File: src/rtl/fourth_task_arbiter.sv
// Round-robin arbiter that shares one external combinational 8->16 datapath
// between two valid/ready requesters and returns tagged results.
module fourth_task_arbiter #(
  parameter int unsigned SETTLE_CYCLES = 1
) (
  input  logic        clk,
  input  logic        rst_n,
  input  logic        req0_valid,
  input  logic [7:0]  req0_data,
  output logic        req0_ready,
  input  logic        req1_valid,
  input  logic [7:0]  req1_data,
  output logic        req1_ready,
  output logic [7:0]  dp_in,
  input  logic [15:0] dp_out,
  output logic        rsp_valid,
  output logic        rsp_id,
  output logic [15:0] rsp_data,
  input  logic        rsp_ready,
  output logic        busy
);

  typedef enum logic [1:0] {
    IDLE,
    SETTLE,
    RESP
  } state_t;

  localparam logic [3:0] CNT_INIT = 4'(SETTLE_CYCLES - 1);

  state_t     state;
  state_t     state_nxt;
  logic       ptr;
  logic [3:0] cnt;
  logic       accept;

  // Grants are only offered in IDLE; ptr names the requester that wins a tie.
  // NOTE: every always_comb output gets a default first so no path leaves a
  // signal unassigned, which would otherwise infer a latch.
  always_comb begin
    req0_ready = 1'b0;
    req1_ready = 1'b0;
    state_nxt  = state;
    unique case (state)
      IDLE: begin
        req0_ready = req0_valid & (~ptr | ~req1_valid);
        req1_ready = req1_valid & (ptr | ~req0_valid);
        if (req0_ready | req1_ready) state_nxt = SETTLE;
      end
      SETTLE: if (cnt == 4'd0) state_nxt = RESP;
      RESP:   if (rsp_ready) state_nxt = IDLE;
      default: state_nxt = IDLE;
    endcase
  end

  assign accept = req0_ready | req1_ready;
  assign busy   = (state != IDLE);

  // NOTE: sequential state uses non-blocking assignments so every register
  // samples pre-edge values, independent of process ordering.
  always_ff @(posedge clk) begin
    if (!rst_n) state <= IDLE;
    else        state <= state_nxt;
  end

  always_ff @(posedge clk) begin
    if (!rst_n) begin
      ptr       <= 1'b0;
      cnt       <= 4'd0;
      dp_in     <= 8'd0;
      rsp_valid <= 1'b0;
      rsp_id    <= 1'b0;
      rsp_data  <= 16'd0;
    end else begin
      unique case (state)
        IDLE: begin
          if (accept) begin
            dp_in  <= req1_ready ? req1_data : req0_data;
            rsp_id <= req1_ready;
            cnt    <= CNT_INIT;
          end
        end
        SETTLE: begin
          // dp_in has been stable for SETTLE_CYCLES edges once cnt reaches 0.
          if (cnt == 4'd0) begin
            rsp_data  <= dp_out;
            rsp_valid <= 1'b1;
          end else begin
            cnt <= cnt - 4'd1;
          end
        end
        RESP: begin
          if (rsp_ready) begin
            rsp_valid <= 1'b0;
            ptr       <= ~rsp_id;
          end
        end
        default: ;
      endcase
    end
  end

endmodule

File: config.mk
export PLATFORM = sky130hd
export DESIGN_NAME = fourth_task_arbiter
export DESIGN_NICKNAME = d
export VERILOG_FILES = /design/src/rtl/fourth_task_arbiter.sv
export SDC_FILE = /design/constraint.sdc
export NUM_CORES = 1
export LEC_CHECK = 0
export CORE_MARGIN = 2
export CORE_UTILIZATION = 38
export CTS_BUF_LIST = sky130_fd_sc_hd__clkbuf_4 sky130_fd_sc_hd__clkbuf_8 sky130_fd_sc_hd__clkbuf_16
export CTS_CLUSTER_SIZE = 30
export DETAILED_ROUTE_END_ITERATION = 7
export PLACE_DENSITY_LB_ADDON = 0.1
export SLEW_MARGIN = 30
export SYNTH_ARGS = -nofsm -noshare
export SYNTH_HDL_FRONTEND = slang
export SYNTH_SLANG_ARGS = --single-unit
File: constraint.sdc
create_clock -name clk -period 1.57 [get_ports clk]
set_input_delay 0.157 -clock clk [delete_from_list [all_inputs] [get_ports clk]]
set_output_delay 0.157 -clock clk [all_outputs]
set_load 0.005 [all_outputs]
==> results.sh, run 1 <==
export IMPL_power_total_mw=2.373
export IMPL_wl_per_cell_um=15.21
export IMPL_final_min_clock_period_ps=1476
export IMPL_finalSetupViolCount=0
export IMPL_syn_nets=213
export IMPL_synth_area_leaders="dfxtp_1 42%, nor4b_1 8.9%, a21boi_0 5.3%"
export IMPL_vias_per_cell=5.573
export IMPL_min_path_type="in -> reg"
export IMPL_critPathBufInv=3
export IMPL_finalSetupTns_ps=0
export IMPL_max_slew_margin_rel_pct=71.27
export IMPL_combinationalPowerShare_pct=25.2
export IMPL_highest_layer="met4"
export IMPL_area_delta_synth_final_pct=63.51
export IMPL_setup_slack_ps=93.62
export IMPL_wl_met2_mm=2.288
export IMPL_final_period_utilization_pct=94.04
export IMPL_synth_edff_count=0
export IMPL_finalClockSkew_ps=6.624
export IMPL_synth_async_sr_flop_share_pct=0
export IMPL_max_stage_delay_ps=330
export IMPL_synth_commonest_cells="33 x dfxtp_1, 16 x nand3_1, 16 x nor4b_1, 16 x o21ai_0"
export IMPL_ys_flop_type="dfxtp_1"
export IMPL_routed_wl_mm=4.594
export IMPL_synth_seq_area_share_pct=42.07
export IMPL_crit_path_start_kind="register"
export IMPL_drt_met1_wl_mm=2.017
export IMPL_worstPathRequired_ps=1720
export IMPL_worstMarginPinSlew_ps=420.0
export IMPL_p_leak_nw=0.9353
export IMPL_cts_hold_buf=0
export IMPL_grt_pass1_wl_mm=7.500
export IMPL_antenna_found_initial=0
export IMPL_synth_top_cell_area_share_pct=42.07
export IMPL_rsz0062_at_grt="false"
export IMPL_swShare_pct=23.85
export IMPL_cap_violations=0
export IMPL_port_buffers=65
export IMPL_drt_first_iter_violations=101
export IMPL_crit_path_end_kind="register"
export IMPL_run_status="finished, final reports clean"
export IMPL_ir_worst_vdd_uv=609.1
export IMPL_initial_core_util_pct=39.26
export IMPL_grt_max_degree=19
export IMPL_io_pins=66
export IMPL_clock_sinks=33
export IMPL_fmax_mhz=677.3
export IMPL_cp_slowest_cell="dfxtp_2"
export IMPL_synth_cell_types=33
export IMPL_core_area_mm2=0.004000
export IMPL_first_global_vias=1636
export IMPL_hold_viol=0
export IMPL_drive_gt1_share_pct=16.67
export IMPL_p_seq_share_pct=39.7
export IMPL_cts_buffer_depth=2
export IMPL_drt_first_pass_iters=4
export IMPL_utilization_pct=64.19
export IMPL_fin_hold_ws_ps=435.5
export IMPL_rows=23
export IMPL_power_switching_uw=565.9
export IMPL_cts_made_buffers=5
export IMPL_cpMostUsedCell="nor4b_1"
export IMPL_grt_usage_pct=21.66
export IMPL_design_die_area_mm2=0.004662
export IMPL_critPathKind="reg -> reg"
export IMPL_htreeDepth=2
export IMPL_synth_most_common_cell="dfxtp_1"
export IMPL_place_ws_ps=-114.2
export IMPL_tritoncts="built"
export IMPL_syn_inst=174
export IMPL_path_max_fanout=10
export IMPL_synth_area_per_cell_um2=9.024
export IMPL_ys_ff_latch=33
export IMPL_diodes=0
export IMPL_grt_overflow=0
export IMPL_die_w_um=68.28
export IMPL_clk_pin_slew_ps=70
export IMPL_drcViolationCount=0
export IMPL_ant_nets=0
export IMPL_cts_root_buf="clkbuf_8"
export IMPL_power_share_clock_pct=35.1
export IMPL_cp_arrival_ps=1630
export IMPL_route_vias_total=1683
export IMPL_crit_family="simple AND/OR/NAND/NOR gates"
export IMPL_syn_area_mm2=0.001570
export IMPL_cell_internal_pwr_mw=1.807
export IMPL_hpwl_mm=3.244
export IMPL_clock_latency_ps=280
export IMPL_gp_congestion=0.8088
export IMPL_route_met3_wl_um=236
export IMPL_p_per_area_mw_per_mm2=924.2
export IMPL_drv_slew=0
export IMPL_ys_warn_count=0
export IMPL_path_cells="nor2_4 -> inv_2 -> buf_4 -> bufbuf_16 -> nor4b_1 -> nor4b_1"
export IMPL_num_nets_final=290
export IMPL_dieHeight_um=68.28
export IMPL_synth_top_area_cell="dfxtp_1"
[final timing paths]
path                             startpoint      endpoint  slack [ps]  cells past startpoint
worst min-delay path             dp_out[12]  rsp_data[12]         440                      3
worst max register to register     state[1]      dp_in[0]          90                      6
worst max-delay path               state[1]      dp_in[0]          90                      6
worst min register to register  rsp_data[2]   rsp_data[2]         470                      2
[area by class of cell]
| type | count | area, µm² |
|---|---|---|
| clock inverters | 1 | 30.03 |
| fillers | 333 | 1433 |
| flip-flops and latches | 33 | 665.6 |
| repair buffers | 86 | 850.8 |
| multi-input cells | 120 | 849.6 |
| inverters | 5 | 18.77 |
| clock buffers | 7 | 90.09 |
| well taps | 50 | 62.56 |
[cell families (layout without fill, tap and decap cells)]
family,Yosys count,after routing,synth area share (%)
fa+ha+maj,2,2,1.593
flops,33,33,42.07
compound gates,62,62,26.77
buf+inv,21,99,5.338
simple gates,56,56,24.22
[stage by stage]
step / cell area, µm² / std cells
global route: 2567 / 302
CTS: 2559 / 302
finish: 2567 / 302
floorplan: 1570 / 174
detailed placement: 2346 / 290
global placement: 2346 / 290
[state kept, by name, summed over array words and instances, names as in the netlist]
register	count
rsp_valid	1
rsp_id	1
state	2
cnt	4
ptr	1
rsp_data	16
dp_in	8
[layout by cell type (no fill, tap or decap), drive strengths merged, types with 2 or more instances in the layout]
| master | count |
|---|---|
| o21ai | 16 |
| buf | 20 |
| clkbuf | 8 |
| dfxtp | 33 |
| nor2 | 2 |
| nand2 | 4 |
| nor4b | 16 |
| a21oi | 9 |
| inv | 5 |
| a2111oi | 8 |
| nor2b | 3 |
| a21boi | 19 |
| o22ai | 2 |
| clkdlybuf4s50 | 62 |
| or3 | 3 |
| dlygate4sd2 | 2 |
| nand3 | 16 |
| nand2b | 2 |
| nor3b | 5 |
| and2 | 2 |
| o221ai | 3 |
| ha | 2 |
[routing by layer]
layer,global-route usage (%),up-vias
li1,-,816
met1,26.81,814
met2,35.56,48
met3,5.921,5
met4,8.500,0
met5,0,-
[power groups by stage]
stage          clock network (mW)  logic (mW)  registers [mW]
4_1_cts                     0.854       0.592           0.942
5_1_grt                     0.892       0.646           0.950
3_3_place_gp                    0       0.508           0.957
6_report                    0.834       0.597           0.942
3_5_place_dp                    0       0.519           0.959
2_1_floorplan                   0       0.207           0.962
[worst reg2reg max path: cells and delay by family, from the launching register on]
family	cells	cell delay, ps
AND/OR/NAND/NOR	3	530
flip-flops	1	330
buffers and inverters	3	480
[what timing repair did]
| action | in CTS | in global routing |
|---|---|---|
| endpoints found under the setup margin | 3 | 6 |
| gates resized for setup | 12 | 6 |
| hold endpoints to repair | 0 | 0 |
| buffers inserted | 3 | 0 |
| cloned | 1 | 0 |
No activity file was read; power rests on OpenSTA's default activity.
==> run 2: changes to the inputs <==
==> constraint.sdc (replaced) <==
create_clock -name clk -period 1.3 [get_ports clk]
set_input_delay 0.13 -clock clk [delete_from_list [all_inputs] [get_ports clk]]
set_output_delay 0.13 -clock clk [all_outputs]
set_load 0.005 [all_outputs]
==> run 2 against run 1 <==
The run now ends with setup timing left. Combinational power up 59%. Cell count rose by 3.0%. Die area stayed put. Clock power grew 13%. Clock-buffer cell count rose by 1. Clock skew fell by 2.6 ps. First-iteration DRC count shrank 54%. Global-route usage increased by 0.93 points. Critical path type unchanged. Largest cell class is now multi-input combinational cells. Highest routed layer unchanged.
==> results.sh, run 2 (synthesized netlist as in run 1, its figures left out) <==
export IMPL_critPathBufInv=1
export IMPL_drv_slew=0
export IMPL_max_stage_delay_ps=390
export IMPL_final_cell_mix="56 x clkdlybuf4s50_1, 25 x dfxtp_1, 21 x buf_4, 16 x nand3_1"
export IMPL_drt_first_pass_iters=4
export IMPL_num_nets_final=299
export IMPL_worstPathRequired_ps=1510
export IMPL_crit_path_end_kind="register"
export IMPL_reg2regPathDepth=4
export IMPL_finalSetupViolCount=20
export IMPL_power_total_mw=3.041
export IMPL_setup_slack_ps=-145.9
export IMPL_wl_per_cell_um=17.57
export IMPL_final_period_utilization_pct=111.2
export IMPL_worstMarginPinSlew_ps=285.6
export IMPL_port_buffers=65
export IMPL_place_ws_ps=-344.1
export IMPL_route_vias_total=1768
export IMPL_cts_root_buf="clkbuf_8"
export IMPL_drt_first_iter_violations=46
export IMPL_fillers=242
export IMPL_first_global_vias=1662
export IMPL_grt_usage_pct=22.59
export IMPL_rsz0062_at_grt="true"
export IMPL_drcViolationCount=0
export IMPL_clk_pin_slew_ps=70
export IMPL_drive_gt1_share_pct=36.40
export IMPL_gp_congestion=0.7173
export IMPL_design_die_area_mm2=0.004662
export IMPL_cts_buffer_depth=2
export IMPL_initial_core_util_pct=39.26
export IMPL_max_slew_margin_rel_pct=80.89
export IMPL_largest_reg_flops=16
export IMPL_cts_hold_buf=0
export IMPL_grt_max_degree=22
export IMPL_ir_worst_vdd_uv=722.7
export IMPL_hold_viol=0
export IMPL_antenna_found_initial=0
export IMPL_path_depth=4
export IMPL_r2r_start="state[0]"
export IMPL_utilization_pct=76.20
export IMPL_min_path_type="in -> reg"
export IMPL_finalClockSkew_ps=4.035
export IMPL_layout_cells_non_filler=311
export IMPL_routed_wl_mm=5.463
export IMPL_hold_path_depth=3
export IMPL_diodes=0
export IMPL_ff_latch_area_um2=673.1
export IMPL_multi_input_area_mm2=0.001224
export IMPL_cts_made_buffers=5
export IMPL_core_area_mm2=0.004000
export IMPL_rows=23
export IMPL_p_per_area_mw_per_mm2=997.9
export IMPL_dieHeight_um=68.28
export IMPL_p_leak_nw=1.176
export IMPL_final_min_clock_period_ps=1446
export IMPL_clock_sinks=33
export IMPL_top_regs="rsp_data x16, dp_in x8, cnt x4"
export IMPL_die_w_um=68.28
export IMPL_fmax_mhz=691.6
export IMPL_grt_pass1_wl_mm=7.714
export IMPL_hpwl_mm=3.415
export IMPL_top_register="rsp_data"
export IMPL_area_delta_synth_final_pct=94.10
export IMPL_ant_nets=0
export IMPL_violations="setup timing"
export IMPL_r2r_end="cnt[3]"
export IMPL_r2r_setup_slack_ps=-150
export IMPL_path_max_fanout=3
export IMPL_grt_overflow=0
export IMPL_run_status="finished with violations"
export IMPL_crit_path_start_kind="register"
export IMPL_clock_latency_ps=280
export IMPL_cap_violations=0
export IMPL_path_cells="buf_6 -> or3b_4 -> or3_1 -> a21boi_1"
export IMPL_tritoncts="built"
export IMPL_cp_arrival_ps=1650
export IMPL_critPathKind="reg -> reg"
export IMPL_htreeDepth=2
export IMPL_io_pins=66
export IMPL_holdPathEnd="rsp_data[10]"
export IMPL_final_common_cell="clkdlybuf4s50_1"
export IMPL_vias_per_cell=5.685
export IMPL_crit_family="simple AND/OR/NAND/NOR gates"
export IMPL_hp_start="dp_out[10]"
export IMPL_cp_slowest_cell="or3b_4"
export IMPL_place_inst=297
==> run 2: cell types whose count changed in the layout (fill, tap and decap cells not counted), moves of 7 or more <==
cell | before | now
a2111oi_4 | 0 | 8
nor4b_4 | 0 | 8
o21ai_1 | 1 | 11
a2111oi_0 | 7 | 0
o21ai_0 | 15 | 0
nor4b_1 | 14 | 1
==> run 2: worst reg2reg max path: cells and delay by family, from the launching register on <==
family | cells | cell delay [ps]
DFF | 1 | 370
buffers and inverters | 1 | 90
AOI/OAI and AO/OA | 1 | 170
and+or+nand+nor | 2 | 740
==> run 2: what timing repair did <==
| item | CTS | global route |
|---|---|---|
| endpoints found under the setup margin | 28 | 39 |
| buffers inserted | 4 | 1 |
| gates resized for setup | 82 | 38 |
| gates cloned | 1 | 1 |
| pin swaps | 12 | 15 |
==> run 2: layout make-up <==
class | count | area share, %
Multi-Input combinational cell | 120 | 40.15
Timing Repair Buffer | 95 | 31.24
Sequential cell | 33 | 22.09
Clock buffer | 8 | 3.777
Tap cell | 50 | 2.053
Inverter | 5 | 0.6979
==> run 2: routing by layer <==
layer	wire (µm)	track usage, %	part of all wire [%]
met5	0	0	0
met4	140	11.00	2.6
met3	352	6.250	6.4
met2	2894	41.02	53
met1	2077	23.79	38
==> run 2: worst max-delay path by stage <==
stage | start | to | slack (ps)
after CTS | state[0] | cnt[3] | -60
after global routing | state[0] | cnt[3] | -210
after global placement | req0_valid | req0_ready | -340
after detailed placement | req0_valid | req1_ready | -340
after floorplan | cnt[0] | cnt[3] | -10
final | state[0] | cnt[3] | -150
==> run 2: through the flow <==
stage	cell area [µm²]	hold WS (ps)	TNS [ps]
3_5_place_dp	2424	465.1	-4399
5_1_grt	3048	422.1	-1967
4_1_cts	2838	404.3	-310.4
6_report	3048	416.4	-523.4
3_3_place_gp	2424	459.2	-3348
2_1_floorplan	1617	276.6	-14.80
==> run 2: where the power goes <==
group,switching (mW),leakage (nW),total (mW),internal (mW)
clock network,0.377,0.0601,0.945,0.568
logic,0.409,0.842,0.948,0.539
registers,0.0520,0.274,1.15,1.10
